### src/rtl/lpm_mac_pkg.sv
// Shared definitions for the lpm_mac_pipe multiply-accumulate unit.
//   wacc_f / chw_f : derived widths (accumulator width, channel index width)
//   mac_ctl_t      : control word that travels alongside each product
//   sat_to_wp      : clamp a pre-extended accumulator value to WP bits
package lpm_mac_pkg;

  // Channel field is stored at a fixed width so the struct is not parameterised;
  // only the low CHW bits are meaningful, but the full field is range-checked.
  localparam int CH_MAX_W = 8;
  // Working width for saturation; must exceed any accumulator width in use.
  localparam int SAT_W = 128;

  function automatic int wacc_f(input int wa, input int wb, input int guard);
    return wa + wb + guard;
  endfunction

  function automatic int chw_f(input int num_ch);
    return (num_ch <= 2) ? 1 : $clog2(num_ch);
  endfunction

  typedef struct packed {
    logic                valid;
    logic [CH_MAX_W-1:0] ch;
    logic                first;
    logic                last;
    logic                sgn;
  } mac_ctl_t;

  localparam int CTL_W = $bits(mac_ctl_t);

  typedef struct packed {
    logic             sat;
    logic [SAT_W-1:0] val;
  } sat_res_t;

  // The caller extends acc to SAT_W (sign- or zero-extension according to sgn),
  // so one compare against the WP-bit limits covers both number systems. When
  // WP equals the accumulator width the value always lies inside the limits.
  function automatic sat_res_t sat_to_wp(input logic [SAT_W-1:0] acc,
                                         input int wp, input logic sgn);
    logic signed [SAT_W-1:0] s_acc;
    logic signed [SAT_W-1:0] s_max;
    logic signed [SAT_W-1:0] s_min;
    logic [SAT_W-1:0]        u_max;
    sat_res_t                r;
    s_acc = acc;
    s_max = $signed((SAT_W'(1) << (wp - 1)) - SAT_W'(1));
    s_min = ~s_max;
    u_max = (SAT_W'(1) << wp) - SAT_W'(1);
    r.sat = 1'b0;
    r.val = acc;
    if (sgn) begin
      if (s_acc > s_max) begin
        r.val = s_max;
        r.sat = 1'b1;
      end else if (s_acc < s_min) begin
        r.val = s_min;
        r.sat = 1'b1;
      end
    end else if (acc > u_max) begin
      r.val = u_max;
      r.sat = 1'b1;
    end
    return r;
  endfunction

endpackage

### src/rtl/lpm_mac_mul_pipe.sv
// PIPE-stage multiplier with runtime signed/unsigned selection. The control
// word rides alongside the product; only its valid bit is reset.
//   clock, sclr_n : clock and synchronous active-low reset
//   adv           : pipeline advance (all stages shift together)
//   dataa, datab  : operands, interpreted per ctl_in.sgn
//   ctl_in        : packed mac_ctl_t for the beat entering stage 1
//   prod, ctl_out : full-precision product and control leaving stage PIPE
module lpm_mac_mul_pipe
  import lpm_mac_pkg::*;
#(
  parameter int WA   = 16,
  parameter int WB   = 16,
  parameter int PIPE = 2
) (
  input  logic               clock,
  input  logic               sclr_n,
  input  logic               adv,
  input  logic [WA-1:0]      dataa,
  input  logic [WB-1:0]      datab,
  input  logic [CTL_W-1:0]   ctl_in,
  output logic [WA+WB-1:0]   prod,
  output logic [CTL_W-1:0]   ctl_out
);

  localparam int WM = WA + WB;

  mac_ctl_t      w_ctl_in;
  logic [WM-1:0] w_a_ext;
  logic [WM-1:0] w_b_ext;
  logic [WM-1:0] w_prod;

  logic [WM-1:0] r_prod_p [PIPE];
  mac_ctl_t      r_ctl_p  [PIPE];

  assign w_ctl_in = ctl_in;

  // Extending both operands to WM bits and keeping the low WM bits of the
  // product gives the exact signed or unsigned result in one multiplier.
  always_comb begin
    w_a_ext = w_ctl_in.sgn ? {{WB{dataa[WA-1]}}, dataa} : {{WB{1'b0}}, dataa};
    w_b_ext = w_ctl_in.sgn ? {{WA{datab[WB-1]}}, datab} : {{WA{1'b0}}, datab};
    w_prod  = w_a_ext * w_b_ext;
  end

  // ---- stage 1 .. PIPE: control (valid is the only reset field) ----
  always_ff @(posedge clock) begin
    if (!sclr_n) begin
      for (int i = 0; i < PIPE; i++) r_ctl_p[i].valid <= 1'b0;
    end else if (adv) begin
      r_ctl_p[0] <= w_ctl_in;
      for (int i = 1; i < PIPE; i++) r_ctl_p[i] <= r_ctl_p[i-1];
    end
  end

  // ---- stage 1 .. PIPE: product data ----
  always_ff @(posedge clock) begin
    if (adv) begin
      r_prod_p[0] <= w_prod;
      for (int i = 1; i < PIPE; i++) r_prod_p[i] <= r_prod_p[i-1];
    end
  end

  assign prod    = r_prod_p[PIPE-1];
  assign ctl_out = r_ctl_p[PIPE-1];

endmodule

### src/rtl/lpm_mac_pipe.sv
// Pipelined multi-channel multiply-accumulate with saturating output and a
// valid/ready handshake. Beats flow: multiplier (PIPE stages) -> accumulate
// (read-modify-write of acc[ch]) -> output register.
//   clock, sclr_n, clken   : clock, sync active-low reset, global enable
//   in_valid / in_ready    : input handshake
//   dataa, datab           : operands
//   in_signed, in_ch       : per-beat number system and target channel
//   in_first, in_last      : load accumulator / emit result after this beat
//   out_valid / out_ready  : output handshake
//   out_ch, result, out_sat: channel, clamped result, clamp indication
//   sat_sticky             : per-channel sticky clamp flags
module lpm_mac_pipe
  import lpm_mac_pkg::*;
#(
  parameter int WA     = 16,
  parameter int WB     = 16,
  parameter int GUARD  = 4,
  parameter int WP     = 32,
  parameter int NUM_CH = 4,
  parameter int PIPE   = 2,
  localparam int WACC  = wacc_f(WA, WB, GUARD),
  localparam int CHW   = chw_f(NUM_CH)
) (
  input  logic              clock,
  input  logic              sclr_n,
  input  logic              clken,
  input  logic              in_valid,
  output logic              in_ready,
  input  logic [WA-1:0]     dataa,
  input  logic [WB-1:0]     datab,
  input  logic              in_signed,
  input  logic [CHW-1:0]    in_ch,
  input  logic              in_first,
  input  logic              in_last,
  output logic              out_valid,
  input  logic              out_ready,
  output logic [CHW-1:0]    out_ch,
  output logic [WP-1:0]     result,
  output logic              out_sat,
  output logic [NUM_CH-1:0] sat_sticky
);

  localparam int WM = WA + WB;

  // Extends per number system, then clamps to WP bits; returns {sat, value}.
  function automatic logic [WP:0] sat_wp(input logic [WACC-1:0] acc, input logic sgn);
    sat_res_t         r;
    logic [SAT_W-1:0] ext;
    if (sgn) ext = SAT_W'($signed(acc));
    else     ext = SAT_W'(acc);
    r = sat_to_wp(ext, WP, sgn);
    return {r.sat, r.val[WP-1:0]};
  endfunction

  logic              w_adv;
  logic              w_accept;
  mac_ctl_t          w_ctl_in;
  logic [CTL_W-1:0]  w_ctl_in_bits;
  logic [CTL_W-1:0]  w_ctl_mul_bits;
  mac_ctl_t          w_ctl_a;
  logic [WM-1:0]     w_prod;
  logic              w_ch_ok;
  logic [CHW-1:0]    w_chi;
  logic [WACC-1:0]   w_prod_ext;
  logic [WACC-1:0]   w_acc_old;
  logic [WACC-1:0]   w_acc_next;
  logic [WP:0]       w_sat;

  logic [WACC-1:0]   r_acc [NUM_CH];
  logic [NUM_CH-1:0] r_sticky;
  logic              r_vld_acc;
  logic [CHW-1:0]    r_ch_acc;
  logic [WP-1:0]     r_res_acc;
  logic              r_sat_acc;
  logic              r_out_valid;
  logic [CHW-1:0]    r_out_ch;
  logic [WP-1:0]     r_result;
  logic              r_out_sat;

  // A held output stalls everything, so an unconsumed result is never overwritten.
  assign w_adv    = clken & ~(r_out_valid & ~out_ready);
  assign in_ready = w_adv & sclr_n;
  assign w_accept = in_valid & in_ready;

  always_comb begin
    w_ctl_in       = '0;
    w_ctl_in.valid = w_accept;
    w_ctl_in.ch    = CH_MAX_W'(in_ch);
    w_ctl_in.first = in_first;
    w_ctl_in.last  = in_last;
    w_ctl_in.sgn   = in_signed;
  end
  assign w_ctl_in_bits = w_ctl_in;

  lpm_mac_mul_pipe #(
    .WA   (WA),
    .WB   (WB),
    .PIPE (PIPE)
  ) u_mul (
    .clock   (clock),
    .sclr_n  (sclr_n),
    .adv     (w_adv),
    .dataa   (dataa),
    .datab   (datab),
    .ctl_in  (w_ctl_in_bits),
    .prod    (w_prod),
    .ctl_out (w_ctl_mul_bits)
  );

  assign w_ctl_a = w_ctl_mul_bits;

  // ---- accumulate stage: combinational read-modify-write of acc[ch] ----
  // Out-of-range channels still flow but never touch the bank or the output.
  always_comb begin
    w_ch_ok    = (w_ctl_a.ch < CH_MAX_W'(NUM_CH));
    w_chi      = w_ctl_a.ch[CHW-1:0];
    w_prod_ext = w_ctl_a.sgn ? WACC'($signed(w_prod)) : WACC'(w_prod);
    w_acc_old  = w_ch_ok ? r_acc[w_chi] : '0;
    w_acc_next = w_ctl_a.first ? w_prod_ext : (w_acc_old + w_prod_ext);
    w_sat      = sat_wp(w_acc_next, w_ctl_a.sgn);
  end

  // ---- accumulate -> output register boundary (control and bank) ----
  always_ff @(posedge clock) begin
    if (!sclr_n) begin
      for (int i = 0; i < NUM_CH; i++) r_acc[i] <= '0;
      r_sticky    <= '0;
      r_vld_acc   <= 1'b0;
      r_out_valid <= 1'b0;
      r_out_ch    <= '0;
      r_result    <= '0;
      r_out_sat   <= 1'b0;
    end else if (w_adv) begin
      if (w_ctl_a.valid && w_ch_ok) begin
        r_acc[w_chi] <= w_acc_next;
        // A run's first beat clears the flag; a clamp on its last beat sets it.
        if (w_ctl_a.first) r_sticky[w_chi] <= 1'b0;
        if (w_ctl_a.last && w_sat[WP]) r_sticky[w_chi] <= 1'b1;
      end
      r_vld_acc <= w_ctl_a.valid & w_ch_ok & w_ctl_a.last;
      if (r_vld_acc) begin
        r_out_valid <= 1'b1;
        r_out_ch    <= r_ch_acc;
        r_result    <= r_res_acc;
        r_out_sat   <= r_sat_acc;
      end else if (out_ready) begin
        r_out_valid <= 1'b0;
      end
    end
  end

  // ---- accumulate -> output register boundary (clamped data) ----
  always_ff @(posedge clock) begin
    if (w_adv) begin
      r_ch_acc  <= w_chi;
      r_res_acc <= w_sat[WP-1:0];
      r_sat_acc <= w_sat[WP];
    end
  end

  assign out_valid  = r_out_valid;
  assign out_ch     = r_out_ch;
  assign result     = r_result;
  assign out_sat    = r_out_sat;
  assign sat_sticky = r_sticky;

endmodule
### config.mk
export PLATFORM = sky130hd
export DESIGN_NAME = lpm_mac_pipe
export DESIGN_NICKNAME = d
export VERILOG_FILES = /design/src/rtl/lpm_mac_pkg.sv /design/src/rtl/lpm_mac_mul_pipe.sv /design/src/rtl/lpm_mac_pipe.sv
export SDC_FILE = /design/constraint.sdc
export NUM_CORES = 1
export LEC_CHECK = 0
export ABC_AREA = 1
export BUFFER_PORTS_ARGS = -buffer_cell sky130_fd_sc_hd__buf_2
export CAP_MARGIN = 40
export CORE_MARGIN = 2
export CORE_UTILIZATION = 35
export DETAILED_ROUTE_END_ITERATION = 6
export PLACE_DENSITY_LB_ADDON = 0.3
export SETUP_SLACK_MARGIN = 0.1
export SYNTH_ARGS = -nofsm -noshare
export SYNTH_HDL_FRONTEND = slang
export SYNTH_SLANG_ARGS = --single-unit
### constraint.sdc
create_clock -name clock -period 12.6 [get_ports clock]
set_clock_uncertainty 0.1 [all_clocks]
set_input_delay 3.15 -clock clock [delete_from_list [all_inputs] [get_ports clock]]
set_output_delay 3.15 -clock clock [all_outputs]
set_load 0.02 [all_outputs]
-- After elaboration in Yosys (flattened, before gate mapping)
Memory sizes are Yosys's and may differ from the RTL's.
Cells that the tools add are included.
- flip-flop bits (word level): 76
- bits in writable memories: 232
- input bits: 42
- output and inout bits: 41
- word-level logic and storage cells: 74
- memories: 3
- memories (name ; depth ; bits a word ; rd ports ; clocked after Yosys merged registers in ; write ports ; RTL line ; source):
    r_acc ; 4 ; 36 ; 1 ; 0 ; 4 ; lpm_mac_pipe.sv:69 ; logic [WACC-1:0] r_acc [NUM_CH];
    u_mul.r_prod_p ; 2 ; 32 ; 2 ; 0 ; 2 ; lpm_mac_mul_pipe.sv:32 ; logic [WM-1:0] r_prod_p [PIPE];
    u_mul.r_ctl_p ; 2 ; 12 ; 2 ; 0 ; 2 ; lpm_mac_mul_pipe.sv:33 ; mac_ctl_t r_ctl_p [PIPE];
- $add $sub $neg: 1
- $mul: 1
- order comparisons: 6
- mux-type cells: 33
- bitwise logic cells: 13
- reductions and logical operators: 8
- operator list (cell ; number):
    129-bit two-way mux ; 4
    128-bit by 32-bit > comparator with 1-bit output (second input constant) ; 2
    36-bit two-way mux ; 4
    128-bit by 32-bit less-than comparator with 1-bit output (second input constant) ; 1
    128-bit two-way mux ; 1
    32-bit two-way mux ; 2
    36-bit adder ; 1
    36-bit OR reduction ; 1
    32-bit by 32-bit multiplier with 32-bit output ; 1
    4-bit two-way mux ; 5
    1-bit two-way mux ; 15
    8-bit by 3-bit less-than comparator with 1-bit output (second input constant) ; 1
    1-bit AND ; 6
    2-bit AND reduction ; 3
    4-bit AND ; 1
    4-bit NOT ; 1
    4-bit OR ; 1
    1-bit logical AND ; 3
    2-bit by 3-bit less-than comparator with 1-bit output (second input constant) ; 1
    1-bit demux with 2-bit select ; 1
    2-bit by 1-bit greater-or-equal comparator with 1-bit output (second input constant) ; 1
    2-bit two-way mux ; 1
    1-bit NOT ; 2
    1-bit OR ; 2
    2-bit nonzero test ; 1

-- Depth between registers and ports, before layout
Gate-level depths: netlist (run 1).
An unclocked memory read counts as a cell.
- word-level depth: 13
- depth in mapped cells: 35
- mapped depth without buffers: 34

-- Cells and area by module
From an unflattened synthesis (run 1), not the netlist that was laid out.
- cell total of the unflattened synthesis: 3276
- area, all modules: 28576.2 µm²
- by module, submodules not included (module ; times used ; cells an instance ; area each (µm²) ; seq. area each (µm²)):
    lpm_mac_mul_pipe ; 1 ; 1962 ; 17026.3 ; 2642.5
    lpm_mac_pipe ; 1 ; 1314 ; 11549.8 ; 6195.9

-- Worst setup path before layout (run 1)
No wires, ideal clock.
- path type: input -> register
- from: input port dataa[15]
- to: memory u_mul.r_prod_p[0][30] (netlist bit), data pin
- library setup time: 0.260 ns
- arrival: 9.783 ns
- required time: 12.240 ns
- path slack: 2.457 ns
- cell stages on the path: 27
- buffers on the path: 2
- cells stage by stage: clkbuf_2 -> clkbuf_1 -> nand2_1 -> nor2_1 -> fa_1 -> inv_1 -> fa_1 -> fa_1 -> inv_1 -> fa_1 -> fa_1 -> fa_1 -> fa_1 -> inv_1 -> fa_1 -> inv_1 -> ha_1 -> nand2_1 -> nor4_1 -> nand3_1 -> nand3_1 -> nand2_1 -> nand2_1 -> a21oi_1 -> nor2_1 -> nor2_1 -> xor2_1
- RTL lines (element ; RTL line ; source):
    from (decl) ; lpm_mac_pipe.sv:29 ; input logic [WA-1:0] dataa,
    to (decl) ; lpm_mac_mul_pipe.sv:32 ;

==> flow_summary_export.csv, run 1 <==
group,metric,value,unit
grt,grt_use_met1,0.237,
die,rows,102,
grt,use_met3,0.0219,
layout,regArea,0.00848,sq mm
die,die-width,284,microns
yosys,synthTopCellsByArea,"edfxtp_1, fa_1, inv_1",
layout,final.fill_count,7887,
die,coreArea,0.0775,sq mm
timing,fin_setup_tns,0,ns
route,drt-initial-drc-count,1044,
cts,numClockSinks,296,
yosys,syn_avg_cell_area,8.72,sq um
layout,fin_util,0.388,
die,pin_count,83,
route,drcViolationCount,0,
yosys,synth_edf_count,255,
cts,cts_inserted_buffers,35,
cts,cts.path.max_buffers,3,
grt,grt.busiest_layer,"met2",
route,drt_wl_total,66400,microns
cts,h-tree-depth,2,
layout,multi_input_area,0.0157,sq mm
grt,grt_pass1_vias,19800,
grt,antenna_found_initial,1,
cts,cts_resized,0,
cts,post_cts_buffers,0,
grt,grt_max_degree,68,
grt,use_met2,0.269,
worst_setup_path,reg2reg_depth,24,
worst_setup_path,cp-end-kind,"flip-flop",
yosys,ys_types,45,
cts,cts_tree,"done",
worst_setup_path,worstPathMaxFanout,29,
run_status,outcome,"finished, final reports clean",
yosys,syn-cell-area,0.0274,sq mm
yosys,synth-async-reset-ratio,0,
route,antenna_left,0,
route,num_vias,19700,
cts,clk_latency,0.52,ns
placed_design,portBuffers,82,
yosys,ys_ff_latch,296,
worst_setup_path,rr_endpoint,"sat_sticky[1]",
worst_setup_path,cp-startpoint,"in_signed",
cts,cts.hold.buffers_added,0,
grt,gr-usage-all-layers,0.166,
placed_design,hpwl,51100,microns
worst_hold_path,hold_start,"u_mul.r_prod_p[0][23]",
route,via_per_inst,4.65,
yosys,yosys_warnings,0,
worst_setup_path,r2r_slack,7.27,ns
die,die_y,284,microns
timing,final_max_slew_viol_count,0,
timing,fin_crit_sh,0.814,
worst_hold_path,hold_path.class,"flip-flop to flip-flop",
yosys,synth_flop_cell,"edfxtp_1",
layout,drive_gt1_frac,0.0749,
placed_design,gp_congestion,0.890,
timing,fin_ws,2.35,ns
timing,rsz0062_at_grt,"false",
job,cap_violations,0,
cts,clkSlewWorstSetupHoldPaths,0.06,ns
grt,grt_pass1_wl,107000,microns
worst_setup_path,timing.critical_path.to,"u_mul.r_prod_p[0][30]",
worst_setup_path,required,12.77,ns
yosys,synth_top_area_cell,"edfxtp_1",
layout,fin_nets,3703,
die,die_area,0.0806,sq mm
yosys,syn_inst,3145,
timing,slew_headroom,0.341,
grt,grt_overflow,0,
die,initial_core_util,0.354,
timing,fin_crit,10.25,ns
yosys,syn_nets,3685,
timing,worst_pin_slew,0.978,ns
timing,finalSetupViolations,0,
route,drt-pass1-iter-count,5,
worst_setup_path,critPathLaunchType,"input port",
yosys,ys_seq_area_frac,0.309,
layout,diodes,0,
timing,fmax,0.0975,GHz
timing,hold_viol_final,0,
yosys,synth_top_area_share,0.279,
worst_setup_path,critical_path_class,"input port to flip-flop",
worst_setup_path,timing.rr.start,"u_mul.r_ctl_p[0][15]",
worst_setup_path,cp.arrival,10.42,ns
cts,cts-root-buf,"clkbuf_16",
layout,areaGrowthSynthToFinish,9.59,%
route,routedWlPerCell,15.7,microns
placed_design,pre_cts_slack,1.79,ns
[how the worst min path moves through the flow]
stage                                       end  slack, ns  cells past startpoint
final                     u_mul.r_prod_p[0][55]       0.32                      0
after global routing      u_mul.r_prod_p[0][57]       0.32                      0
after CTS                 u_mul.r_prod_p[0][53]       0.32                      0
after detailed placement  u_mul.r_prod_p[0][33]       0.30                      0
after global placement    u_mul.r_prod_p[0][50]       0.30                      0
after floorplan           u_mul.r_prod_p[0][32]       0.30                      0
[metrics by stage]
step / area [sq um] / hold slack (ns) / instances
3_3_place_gp: 28800 / 0.301 / 4153
5_1_grt: 30100 / 0.323 / 4230
2_1_floorplan: 27400 / 0.300 / 3145
3_5_place_dp: 28900 / 0.305 / 4166
4_1_cts: 30100 / 0.317 / 4230
6_report: 30100 / 0.317 / 4230
[synth_stat cells, types with 3 or more instances]
cell type,number
a31oi_1,5
o21ai_2,14
a21o_1,3
o21ai_0,65
buf_4,4
nor2_1,271
nand3_2,5
ha_1,163
buf_2,6
a21oi_2,4
o21ai_1,20
nand4_1,11
nor2_2,5
nand3_1,109
a21oi_1,116
fa_1,335
inv_2,12
edfxtp_1,255
nor4_1,3
xnor2_1,31
clkbuf_1,112
or2_2,17
nand2_1,670
xor2_1,40
nand2_2,5
buf_1,6
nand3b_1,4
nor3_1,3
o21bai_1,8
o21a_1,3
inv_1,724
a22oi_1,55
dfxtp_1,41
and2_1,3
[cell type report]
type                       count  share of cell area
clock buffer                  43              0.0315
clock inverter                21             0.00678
inverter                     738              0.0922
multi-input combinational   1979               0.522
sequential                   296               0.282
tap                         1040              0.0433
timing repair buffer         113              0.0226
[flip-flops by register name (all words and copies together), names as in the netlist]
name	count
u_mul.r_ctl_p	12
out_ch	2
result	32
r_acc	144
out_valid	1
r_res_acc	32
u_mul.r_prod_p	64
r_ch_acc	2
r_vld_acc	1
r_sat_acc	1
out_sat	1
sat_sticky	4
[critical path, stage by stage]
cell,delay [ns]
buf_2,0.13
inv_2,0.43
nor2_1,0.24
fa_1,0.53
inv_1,0.08
fa_1,0.53
fa_1,0.80
inv_1,0.28
fa_1,0.53
fa_1,0.53
fa_1,0.44
fa_1,0.54
inv_1,0.05
fa_1,0.49
inv_1,0.04
ha_1,0.34
nand2_1,0.11
nor4_1,0.36
nand3_1,0.12
nand3_1,0.17
nand2_1,0.07
nand2_1,0.09
a21oi_1,0.06
nor2_1,0.10
nor2_1,0.06
xor2_1,0.13
[logic make-up after synthesis]
group,after synthesis,synth area share
muxes,2,0.000730
xor gates and xnor gates,71,0.0227
AOI/OAI and AO/OA,299,0.0650
DFF,296,0.309
and+or+nand+nor,1109,0.163
adders and majority gates,498,0.319
buffers and inverters,870,0.121
[cell usage in the layout, fill, tap and decap left out, types with 31 or more instances in the layout]
master | netlist | final
inv_1 | 724 | 724
nand2_1 | 670 | 670
fa_1 | 335 | 335
nor2_1 | 271 | 267
edfxtp_1 | 255 | 255
ha_1 | 163 | 163
a21oi_1 | 116 | 115
nand3_1 | 109 | 109
buf_2 | 6 | 89
o21ai_0 | 65 | 64
a22oi_1 | 55 | 55
dfxtp_1 | 41 | 41
xor2_1 | 40 | 40
clkbuf_16 | 0 | 36
xnor2_1 | 31 | 31
[routing by layer]
layer / up-vias / wire [microns]
met5: - / 11
met4: 2 / 1190
met3: 83 / 3760
met2: 480 / 29800
met1: 9451 / 31600
li1: 9642 / -
Power of run 1 is left out: the tool's default activity adds up to more than one toggle a clock period on the data nets, which glitch-free logic cannot reach.
==> run 2, diff against run 1 <==
clock period = 9.1 ns   (was 12.6 ns; I/O delays follow)
==> run 2 against run 1 <==
  * Utilization increased by 0.86 points
  * Sequential share of layout area down 0.61 points
  * Hold slack got worse by 0.0028 ns
  * Worst setup slack lost 1.8 ns
  * Critical path depth up 1
  * Cell count increased by 2.2%
  * First-iteration DRC count rose by 11%
  * Die area unchanged
  * Sequential cell count unchanged
  * Critical path type unchanged
==> flow_summary_export.csv, run 2 (synthesized netlist as in run 1, its figures left out) <==
group,metric,value,unit
layout,areaGrowthSynthToFinish,12.0,%
worst_setup_path,worstPathMaxFanout,11,
die,rows,102,
cts,cts_tree,"done",
layout,drive_gt1_frac,0.100,
layout,reg.largest.list,"r_acc: 144 flops, u_mul.r_prod_p: 64 flops",
layout,fin_nets,3797,
grt,grt_pass1_wl,110000,microns
route,num_vias,20000,
layout,final.fill_count,7870,
worst_hold_path,whs_endpoint,"u_mul.r_prod_p[0][45]",
worst_hold_path,hold_path.class,"flip-flop to flip-flop",
worst_setup_path,cp-end-kind,"flip-flop",
cts,cts-root-buf,"clkbuf_16",
worst_setup_path,path_common_cell,"fa_1",
die,pin_count,83,
job,cap_violations,0,
worst_setup_path,critical_path_class,"input port to flip-flop",
die,die_area,0.0806,sq mm
cts,h-tree-depth,1,
worst_hold_path,hold_start,"u_mul.r_prod_p[0][13]",
cts,numClockSinks,296,
worst_setup_path,cp.arrival,8.71,ns
die,die_y,284,microns
cts,clkSlewWorstSetupHoldPaths,0.06,ns
die,initial_core_util,0.354,
worst_setup_path,slowest_stage,"fa_1",
worst_setup_path,required,9.31,ns
route,routedWlPerCell,15.7,microns
worst_setup_path,critPathLaunchType,"input port",
timing,fin_setup_tns,0,ns
timing,fmax,0.118,GHz
worst_setup_path,reg2reg_depth,23,
cts,post_cts_buffers,0,
cts,cts.path.max_buffers,3,
layout,design_area,0.0307,sq mm
worst_setup_path,r2r_slack,3.87,ns
placed_design,dpl_cell_area,0.0297,sq mm
cts,clk_latency,0.56,ns
layout,layout_common_cells,"inv_1, nand2_1, fa_1, nor2_1, edfxtp_1",
placed_design,hpwl,53300,microns
route,drt-pass1-iter-count,5,
timing,final_max_slew_viol_count,0,
grt,grt_pass1_vias,20300,
worst_setup_path,timing.rr.start,"u_mul.r_ctl_p[0][15]",
route,via_per_inst,4.62,
grt,gr-usage-all-layers,0.169,
worst_hold_path,min_path_cells,0,
layout,layout_commonest_cell,"inv_1",
placed_design,gp_congestion,0.923,
die,coreArea,0.0775,sq mm
placed_design,portBuffers,82,
grt,grt_overflow,0,
layout,largest_register_ffs,144,
timing,holdWs,0.314,ns
route,drcViolationCount,0,
timing,fin_crit_sh,0.935,
timing,hold_viol_final,0,
grt,grt_max_degree,72,
grt,antenna_found_initial,1,
route,antenna_left,0,
die,die-width,284,microns
timing,fin_crit,8.50,ns
timing,rsz0062_at_grt,"false",
worst_setup_path,slowest_delay,0.59,ns
run_status,outcome,"finished, final reports clean",
route,drt-initial-drc-count,1164,
timing,finalSetupViolations,0,
layout,diodes,0,
cts,cts_inserted_buffers,30,
route,drt_wl_total,67800,microns
timing,slew_headroom,0.398,
worst_setup_path,rr_endpoint,"r_res_acc[29]",
layout,top_register,"r_acc",
timing,worst_pin_slew,0.902,ns
==> run 2: cell types whose count changed in the layout (fill, tap and decap cells not counted), sizes merged <==
| cell | delta |
|---|---|
| clkinvlp | -1 |
| clkbuf | -4 |
| clkinv | -3 |
| bufinv | +2 |
| inv | -2 |
| buf | +99 |
==> run 2: critical path, delay by kind of cell <==
family,cells,cell delay [ns]
fa+ha+maj,9,4.36
buf+inv,7,0.65
simple gates,9,1.23
compound gates,1,0.06
xor+xnor,1,0.13
==> run 2: worst max path at each step <==
| stage | from | to | slack, ns | cells after the start |
|---|---|---|---|---|
| detailed placement | in_signed | u_mul.r_prod_p[0][30] | -0.04 | 27 |
| CTS | in_signed | u_mul.r_prod_p[0][30] | 0.56 | 27 |
| global placement | in_signed | u_mul.r_prod_p[0][30] | 0.04 | 27 |
| floorplan | dataa[15] | u_mul.r_prod_p[0][30] | 0.14 | 27 |
| global route | datab[15] | u_mul.r_prod_p[0][31] | 0.16 | 28 |
| finish | in_signed | u_mul.r_prod_p[0][30] | 0.60 | 27 |
==> run 2: final cells by class <==
class	instances	area [sq um]	share of cell area
multi-input cells	1979	15700	0.511
repair buffers	212	1470	0.0479
inverters	738	2770	0.0902
flip-flops and latches	296	8480	0.276
clock inverters	17	199	0.00648
well taps	1040	1300	0.0424
clock buffers	39	806	0.0262
==> run 2: metrics by stage <==
step,std cells,util,setup slack (ns)
after floorplan,3145,-,0.140
after global placement,4255,0.382,0.0402
after detailed placement,4265,0.384,-0.0363
after CTS,4321,0.397,0.560
after global routing,4321,0.397,0.162
final,4321,0.397,0.595
==> run 2: repair_timing <==
action,4_1_cts,5_1_grt
hold endpoints to repair,0,0
hold buffers,0,0
endpoints found under the setup margin,0,1
gates resized for setup,0,1
==> run 2: per-layer routing <==
layer | routed length (microns) | vias up | GRT usage
met1 | 31500 | 9613 | 0.240
met2 | 31900 | 471 | 0.286
met5 | 13 | - | 0
li1 | - | 9805 | -
met4 | 1050 | 2 | 0.0333
met3 | 3360 | 69 | 0.0117
Power of run 2 is left out for the same reason.
